===== src/rtl/pic_seq.sv =====
// pic_seq: four-phase instruction-cycle sequencer with flush, return-stack tracking,
// debug halt/single-step and a retired-instruction counter.
module pic_seq #(
    parameter int STACK_DEPTH = 2,
    parameter int CNT_W       = 16
) (
    input  logic             clock_i,
    input  logic             reset_ni,
    input  logic             halt_req_i,
    input  logic             step_req_i,
    input  logic             is_call_i,
    input  logic             is_ret_i,
    input  logic             is_branch_i,
    input  logic             skip_taken_i,
    output logic [1:0]       phase_o,
    output logic             rd_en_o,
    output logic             exec_en_o,
    output logic             fetch_en_o,
    output logic             flush_o,
    output logic             stack_push_o,
    output logic             stack_pop_o,
    output logic [1:0]       stack_level_o,
    output logic             stack_ovf_o,
    output logic             stack_unf_o,
    output logic             halted_o,
    output logic [CNT_W-1:0] instret_o
);
    typedef enum logic [1:0] {FILL, RUN, HALTED, STEP} state_t;

    localparam logic [1:0] DEPTH = 2'(STACK_DEPTH);

    state_t           state_q, state_d;
    logic [1:0]       phase_q, phase_d, level_q, level_d;
    logic             pend_q, pend_d, flush_q, flush_d;
    logic             ovf_q, ovf_d, unf_q, unf_d;
    logic [CNT_W-1:0] cnt_q, cnt_d;
    logic             active, q4, ctrl;

    always_ff @(posedge clock_i or negedge reset_ni) begin
        if (!reset_ni) begin
            state_q <= FILL;
            phase_q <= 2'd0;
            level_q <= 2'd0;
            pend_q  <= 1'b0;
            flush_q <= 1'b0;
            ovf_q   <= 1'b0;
            unf_q   <= 1'b0;
            cnt_q   <= '0;
        end else begin
            state_q <= state_d;
            phase_q <= phase_d;
            level_q <= level_d;
            pend_q  <= pend_d;
            flush_q <= flush_d;
            ovf_q   <= ovf_d;
            unf_q   <= unf_d;
            cnt_q   <= cnt_d;
        end
    end

    always_comb begin
        state_d      = state_q;
        phase_d      = phase_q + 2'd1;
        level_d      = level_q;
        flush_d      = flush_q;
        ovf_d        = ovf_q;
        unf_d        = unf_q;
        cnt_d        = cnt_q;
        active       = state_q == RUN || state_q == STEP;
        q4           = phase_q == 2'd3;
        rd_en_o      = active && !flush_q && phase_q == 2'd1;
        exec_en_o    = active && !flush_q && phase_q == 2'd2;
        fetch_en_o   = state_q != HALTED && q4;
        stack_push_o = exec_en_o && is_call_i;
        stack_pop_o  = exec_en_o && is_ret_i && !is_call_i;
        ctrl         = exec_en_o && (is_call_i || is_ret_i || is_branch_i || skip_taken_i);
        pend_d       = pend_q || ctrl;
        if (stack_push_o) begin
            level_d = level_q == DEPTH ? level_q : level_q + 2'd1;
            ovf_d   = ovf_q || level_q == DEPTH;
        end
        if (stack_pop_o) begin
            level_d = level_q == 2'd0 ? 2'd0 : level_q - 2'd1;
            unf_d   = unf_q || level_q == 2'd0;
        end
        if (state_q == HALTED) begin
            phase_d = 2'd0;
            state_d = !halt_req_i ? RUN : step_req_i ? STEP : HALTED;
        end else if (q4) begin
            // flush_q stays frozen across HALTED, so a pending flush survives a halt
            flush_d = pend_q;
            pend_d  = 1'b0;
            cnt_d   = active && !flush_q ? cnt_q + CNT_W'(1) : cnt_q;
            state_d = state_q == STEP ? HALTED : state_q == FILL ? RUN : halt_req_i ? HALTED : RUN;
        end
    end

    assign phase_o       = phase_q;
    assign flush_o       = flush_q;
    assign stack_level_o = level_q;
    assign stack_ovf_o   = ovf_q;
    assign stack_unf_o   = unf_q;
    assign halted_o      = state_q == HALTED;
    assign instret_o     = cnt_q;
endmodule


===== config.mk =====
export PLATFORM = sky130hd
export DESIGN_NAME = pic_seq
export DESIGN_NICKNAME = d
export VERILOG_FILES = /design/src/rtl/pic_seq.sv
export SDC_FILE = /design/constraint.sdc
export NUM_CORES = 1
export LEC_CHECK = 0
export CORE_MARGIN = 2
export CORE_UTILIZATION = 50
export DETAILED_ROUTE_END_ITERATION = 6
export MAX_ROUTING_LAYER = met4
export PLACE_DENSITY = 0.8
export SETUP_SLACK_MARGIN = 0.05
export SYNTH_ARGS = -nofsm -noshare
export SYNTH_HDL_FRONTEND = slang
export SYNTH_SLANG_ARGS = --single-unit

===== constraint.sdc =====
create_clock -name clock_i -period 2.51 [get_ports clock_i]
set_input_delay 0.502 -clock clock_i [delete_from_list [all_inputs] [get_ports clock_i]]
set_output_delay 0.502 -clock clock_i [all_outputs]
set_load 0.005 [all_outputs]

Yosys cells after proc, flatten, opt, wreduce, memory -nomap -nowiden
Cells that the tools add are included.
W data, S select, Z words.

operators by class
  reductions and logical operators = 24
  bitwise logic cells = 1
  mux-type cells = 14
  equal/unequal tests = 9
  add/subtract/negate cells = 4

operator list
  kind                     number
  $mux W2                  11
  $add A16 B1 Y16 const B  1
  $eq A2 B2 Y1 const B     5
  $logic_and A1 B1 Y1      8
  $logic_or A1 B1 Y1       7
  $add A2 B1 Y2 const B    2
  $eq A2 B1 Y1 const B     2
  $logic_not A2 Y1         2
  $ne A2 B2 Y1 const B     2
  $reduce_and A2 Y1        2
  $reduce_bool A2 Y1       2
  $mux W1                  3
  $reduce_and A3 Y1        1
  $logic_not A1 Y1         2
  $sub A2 B1 Y2 const B    1
  $not A1 Y1               1

storage, ports and cells
  output and inout port bits = 29
  word-level logic and storage cells = 60
  register bits = 26
  input port bits = 8

Logic depth before layout (Yosys ltp)
  depth in word-level cells = 8
  depth in mapped cells = 6
  gate-level depth less buffers = 6

Least setup slack after synthesis
OpenSTA, ideal clock, no wires.

  path type = reg2reg
  start point = reg phase_q[0], in the netlist phase_o[0]
  end point = reg level_q[1], in the netlist stack_level_o[1]
  path slack = 0.805 ns
  period minus slack after synthesis = 1.705 ns
  buffers on the path = 0
  data arrival time = 1.580 ns
  required time = 2.385 ns
  cell stages (with the launch flop) = 7
  setup time = 0.125 ns
  path through = dfrtp_1 inv_1 ha_1 and3b_4 nor3b_4 mux2_4 mux2_2

on the way
  cells in the longest elaborated chain, start to end = 6

ends and longest elaborated chain
  item                                                                 RTL line  RTL
  start, declared                                                      33        logic [1:0] phase_q, phase_d, level_q, level_d;
  start signal, assigned                                               51        phase_q <= phase_d;
  $eq A2 B2 Y1 (*)                                                     72        exec_en_o = active && !flush_q && phase_q == 2'd2;
  $logic_and A1 B1 Y1 (*)                                              72
  via exec_en_o                                                        17        output logic exec_en_o,
  $logic_and A1 B1 Y1 (2 in a row)                                     75        stack_pop_o = exec_en_o && is_ret_i && !is_call_i;
  $ne A2 B2 Y1 (no line) / $reduce_bool A2 Y1 (equally long branches)  n/a
  $reduce_and A2 Y1 (no line)                                          n/a
  end signal, assigned                                                 52        level_q <= level_d;
  end, declared                                                        33

The timed path passes the listed nets; every way through them passes the cells marked *.
A chain may end at the register's enable or synchronous reset.

Worst setup path in the final report
  start point = reg phase_q[0], in the netlist phase_o[0]
  end point = out stack_pop_o

on the way
  cells in the longest elaborated chain, start to end = 4

ends and longest elaborated chain
  item                              RTL line  RTL
  $eq A2 B2 Y1                      72
  $logic_and A1 B1 Y1               72
  $logic_and A1 B1 Y1 (2 in a row)  75
  end, declared                     21        output logic stack_pop_o,

Every way passes these cells.

==> metrics list <==
- Launch point of the worst hold path: stack_unf_o
* Final worst-path cycle share: a little over nine tenths
- Pin count of the biggest net entering global routing: 27
- Post-synth EDFFs: 0
- Crit path arrival time: between 1.5 and 2 ns
- Remaining DRCs: 0
* Netlist area before placement: approximately 0.0013 mm2
* Crit path max-delay cell type: clkdlybuf4s50_1
- Dominant synthesized flop cell: dfrtp_1
- Type of element capturing the critical path: output port
- Instance count after placement with tap cells included: 176
- Measured in cells, the most critical reg-to-reg path has a length of 7.
* Share of post-route cells with drive strength above 1: between 15 and 20%
- Footprint of the multi-input gates: a little under 600 um2
* Final sum of negative setup slack: 0 ns
* Endpoint of the worst hold path: stack_unf_o
- Die boundary height: roughly 54 um
- Number of port buffers: 36
- At the worst endpoint, the required time is 2.01 ns.
* Worst Tran Pin Value: between 0.4 and 0.5 ns
* 1st-pass router iterations: 4
- Buf+Inv Stages, Crit Path: 2
* Final count of negative-setup-slack endpoints: 0
* Number of standard-cell rows in the floorplan: 18
* Average vias per placed instance: between 5 and 6
- TritonCTS built the clock tree.
* Core region area: about 0.0024 mm2
- Each instance of the synthesized netlist takes up on average about 12 um2.
* I/O pin total: 37
- Cell count after synthesis: 110
- Clock tree synthesis inserted a total of 3 buffers.
* Worst setup path category: register to output port
* Power density of the placed cells: about 940 mW/mm2
* Max-slew violation count: 0
- The initial utilization of the core area, before any placement, comes to a little over half.
- Summed over all nets, the half-perimeter wirelength after detailed placement is 1856 um.
- STA classifies the critical path startpoint as a register.
- The endpoint identified for the worst register-to-register timing path is stack_level_o[1].
- Post-synth top area share: roughly half
* Unrepaired setup endpoints after global routing: true
- For this run the aggregate overflow at the end of global routing stands at 0.
- Drt wl/cell: ~13 um
- After synthesis, the share of flip-flops with an asynchronous set or reset is 100.0%.
- Net total in the final layout: approximately 170
- For this block, the routed nets add up to approximately 2500 um of wire.
- In this run, synthesis produced a sequential element count of 26.
- Slew margin rel.: a little under 70%
- Critical-path maximum fanout: 4
* Levels on crit path: 5
- Cell Chain, Critical Path: inv_1 -> ha_1 -> and3b_4 -> and3b_2 -> clkdlybuf4s50_1
- Worst vdd rail ir drop: 0.9527 mV
- For this run, the register share of the synthesized area comes to between 50% and 60%.
* Final critical path time including I/O delays and setup: approximately 2.4 ns
- Compared with the post-synthesis result, the final layout area differs by 38.60%.
* Setup clock skew after layout: about 0.0064 ns
- The library cell used most frequently in the layout, excluding fill and tap cells, is clkdlybuf4s50_1.
* Leak Pwr: 0.8171 nW
- Skew-Pair Late Insertion Delay: ~0.32 ns
* Count of warnings emitted by yosys: 0
- By area the synthesized netlist is led by dfrtp_1, xnor2_1, ha_1.
- The final hold violation count is 0.
- Count of fill cells added during filler insertion: ~190
- The first global-routing pass estimated 3891 um of wire.
- Number of cells on the worst hold path: 1
- Post-synth cell types: 28
- The routed layout has 935 vias.
- 0 antenna diodes ended up in the layout.
- The number of antenna violations at the first check in global routing is 0.
* Overall fraction of global-route tracks in use: between 10% and 20%
* Share of the core filled with cells: between 70% and 80%
* Routability congestion estimate from global placement: 0.6930
- The clock passes through at most 2 buffers.
- Number of buffers added to fix hold violations after cts: 0
- Vias in the first global route: around 910
- Most used cells in the layout excluding fill and tap cells: clkdlybuf4s50_1, dfrtp_1, nand2_1
- Slowest Stage Delay on Critical Path: about 0.50 ns
- Cell at the root of the clock tree: clkbuf_4
- Run status: finished clean
* Sink count of the clock tree: 26
- Summing all flip-flop and latch instances after layout gives between 600 and 700 um2.
- Deepest level of the CTS H-tree: 1
- The worst register-to-register path begins at phase_o[0].
- Area enclosed by the die boundary: 0.002954 mm2
- Top delay family on crit path: buffers and inverters
* Count of max-cap constraint violations: 0
- Setup slack on the worst reg-to-reg path comes out at about 0.59 ns.
- The finished layout holds ~190 standard cells, fillers aside.
* Violation count after the first detailed-route iteration: 11
* Path class of the lowest-slack min-delay path: register to register
- Clk pin slew, worst setup/hold paths: 0.13 ns
* Maximum achievable frequency: 0.4172 GHz
* Post-DRT Antenna Nets: 0
- Top cell type by total area after synthesis: dfrtp_1
* Width of the chip: 54.35 um
- Net count after synthesis: ~130
## layout make-up
type | instances | area share (%)
clock buffer | 3 | 1.282
clock inverter | 1 | 1.709
inverter | 6 | 1.282
multi-input combinational | 77 | 33.40
sequential | 26 | 37.11
tap | 30 | 2.137
timing repair buffer | 42 | 23.08
## cell usage after synthesis (2+ instances only)
master    n
xnor2_1  11
dfrtp_1  26
ha_1      7
nand3_1   5
a21o_1    2
nand2_1  13
a21oi_1   2
nand4_1   3
xor2_1    5
inv_1     6
mux2_2    3
nor2_1   11
## stage by stage
step	setup WS [ns]	total power, mW	area, um2	hold slack [ns]
final	0.1131	1.650	1757	0.4750
after CTS	0.05232	1.641	1730	0.4795
after global placement	0.2854	1.282	1662	0.4406
after global routing	0.01939	1.776	1757	0.4959
after detailed placement	0.2312	1.321	1662	0.4510
after floorplan	0.8054	0.9964	1267	0.2064
## routing by layer
layer  track usage, %  share of wire (%)  up-vias
li1                 -                  -      453
met4            9.583               0.85        0
met5                -                  0        -
met1            20.39                 41      461
met2            34.94                 55       19
met3            2.732                3.1        2
## timing repair
action                                  CTS  global route
endpoints found under the hold margin     0             0
setup buffers                             2             3
endpoints found under the setup margin    1             3
gates resized for setup                   1             2
pin swaps                                 0             0
cloned                                    0             0
## worst register-to-register path: cells and delay by family (launching register included)
family / cells / cell delay (ns)
simple gates: 2 / 0.43
buf+inv: 2 / 0.19
fa+ha+maj: 1 / 0.16
flops: 1 / 0.44
mux: 2 / 0.58
## cell families after synthesis
kind of cell,share of synthesized area [%]
multiplexers,3.849
flip-flops,51.33
adder cells (fa/ha/maj),6.910
AO/OA/AOI/OAI,2.961
AND/OR/NAND/NOR,21.23
XOR/XNOR,11.06
buffers and inverters,2.665
## registers in the layout, indices dropped and copies added (netlist names)
| register | flops |
|---|---|
| flush_o | 1 |
| phase_o | 2 |
| state_q | 2 |
| stack_unf_o | 1 |
| stack_ovf_o | 1 |
| stack_level_o | 2 |
| instret_o | 16 |
| pend_q | 1 |
## where the power goes
| group | switching (mW) | internal [mW] | total (mW) |
|---|---|---|---|
| clock | 0.123 | 0.161 | 0.284 |
| sequential | 0.130 | 0.534 | 0.663 |
| combinational | 0.262 | 0.441 | 0.703 |
| total | 0.515 | 1.14 | 1.65 |
## how the worst max path moves through the flow
stage                          start               end  slack [ns]
after CTS                 phase_o[0]       stack_pop_o        0.05
after detailed placement   is_call_i       stack_pop_o        0.23
after floorplan           phase_o[0]  stack_level_o[1]        0.81
final                     phase_o[0]       stack_pop_o        0.11
after global placement     is_call_i       stack_pop_o        0.29
after global routing      phase_o[0]       stack_pop_o        0.02
Note: power is estimated with default switching activity, not from simulation.
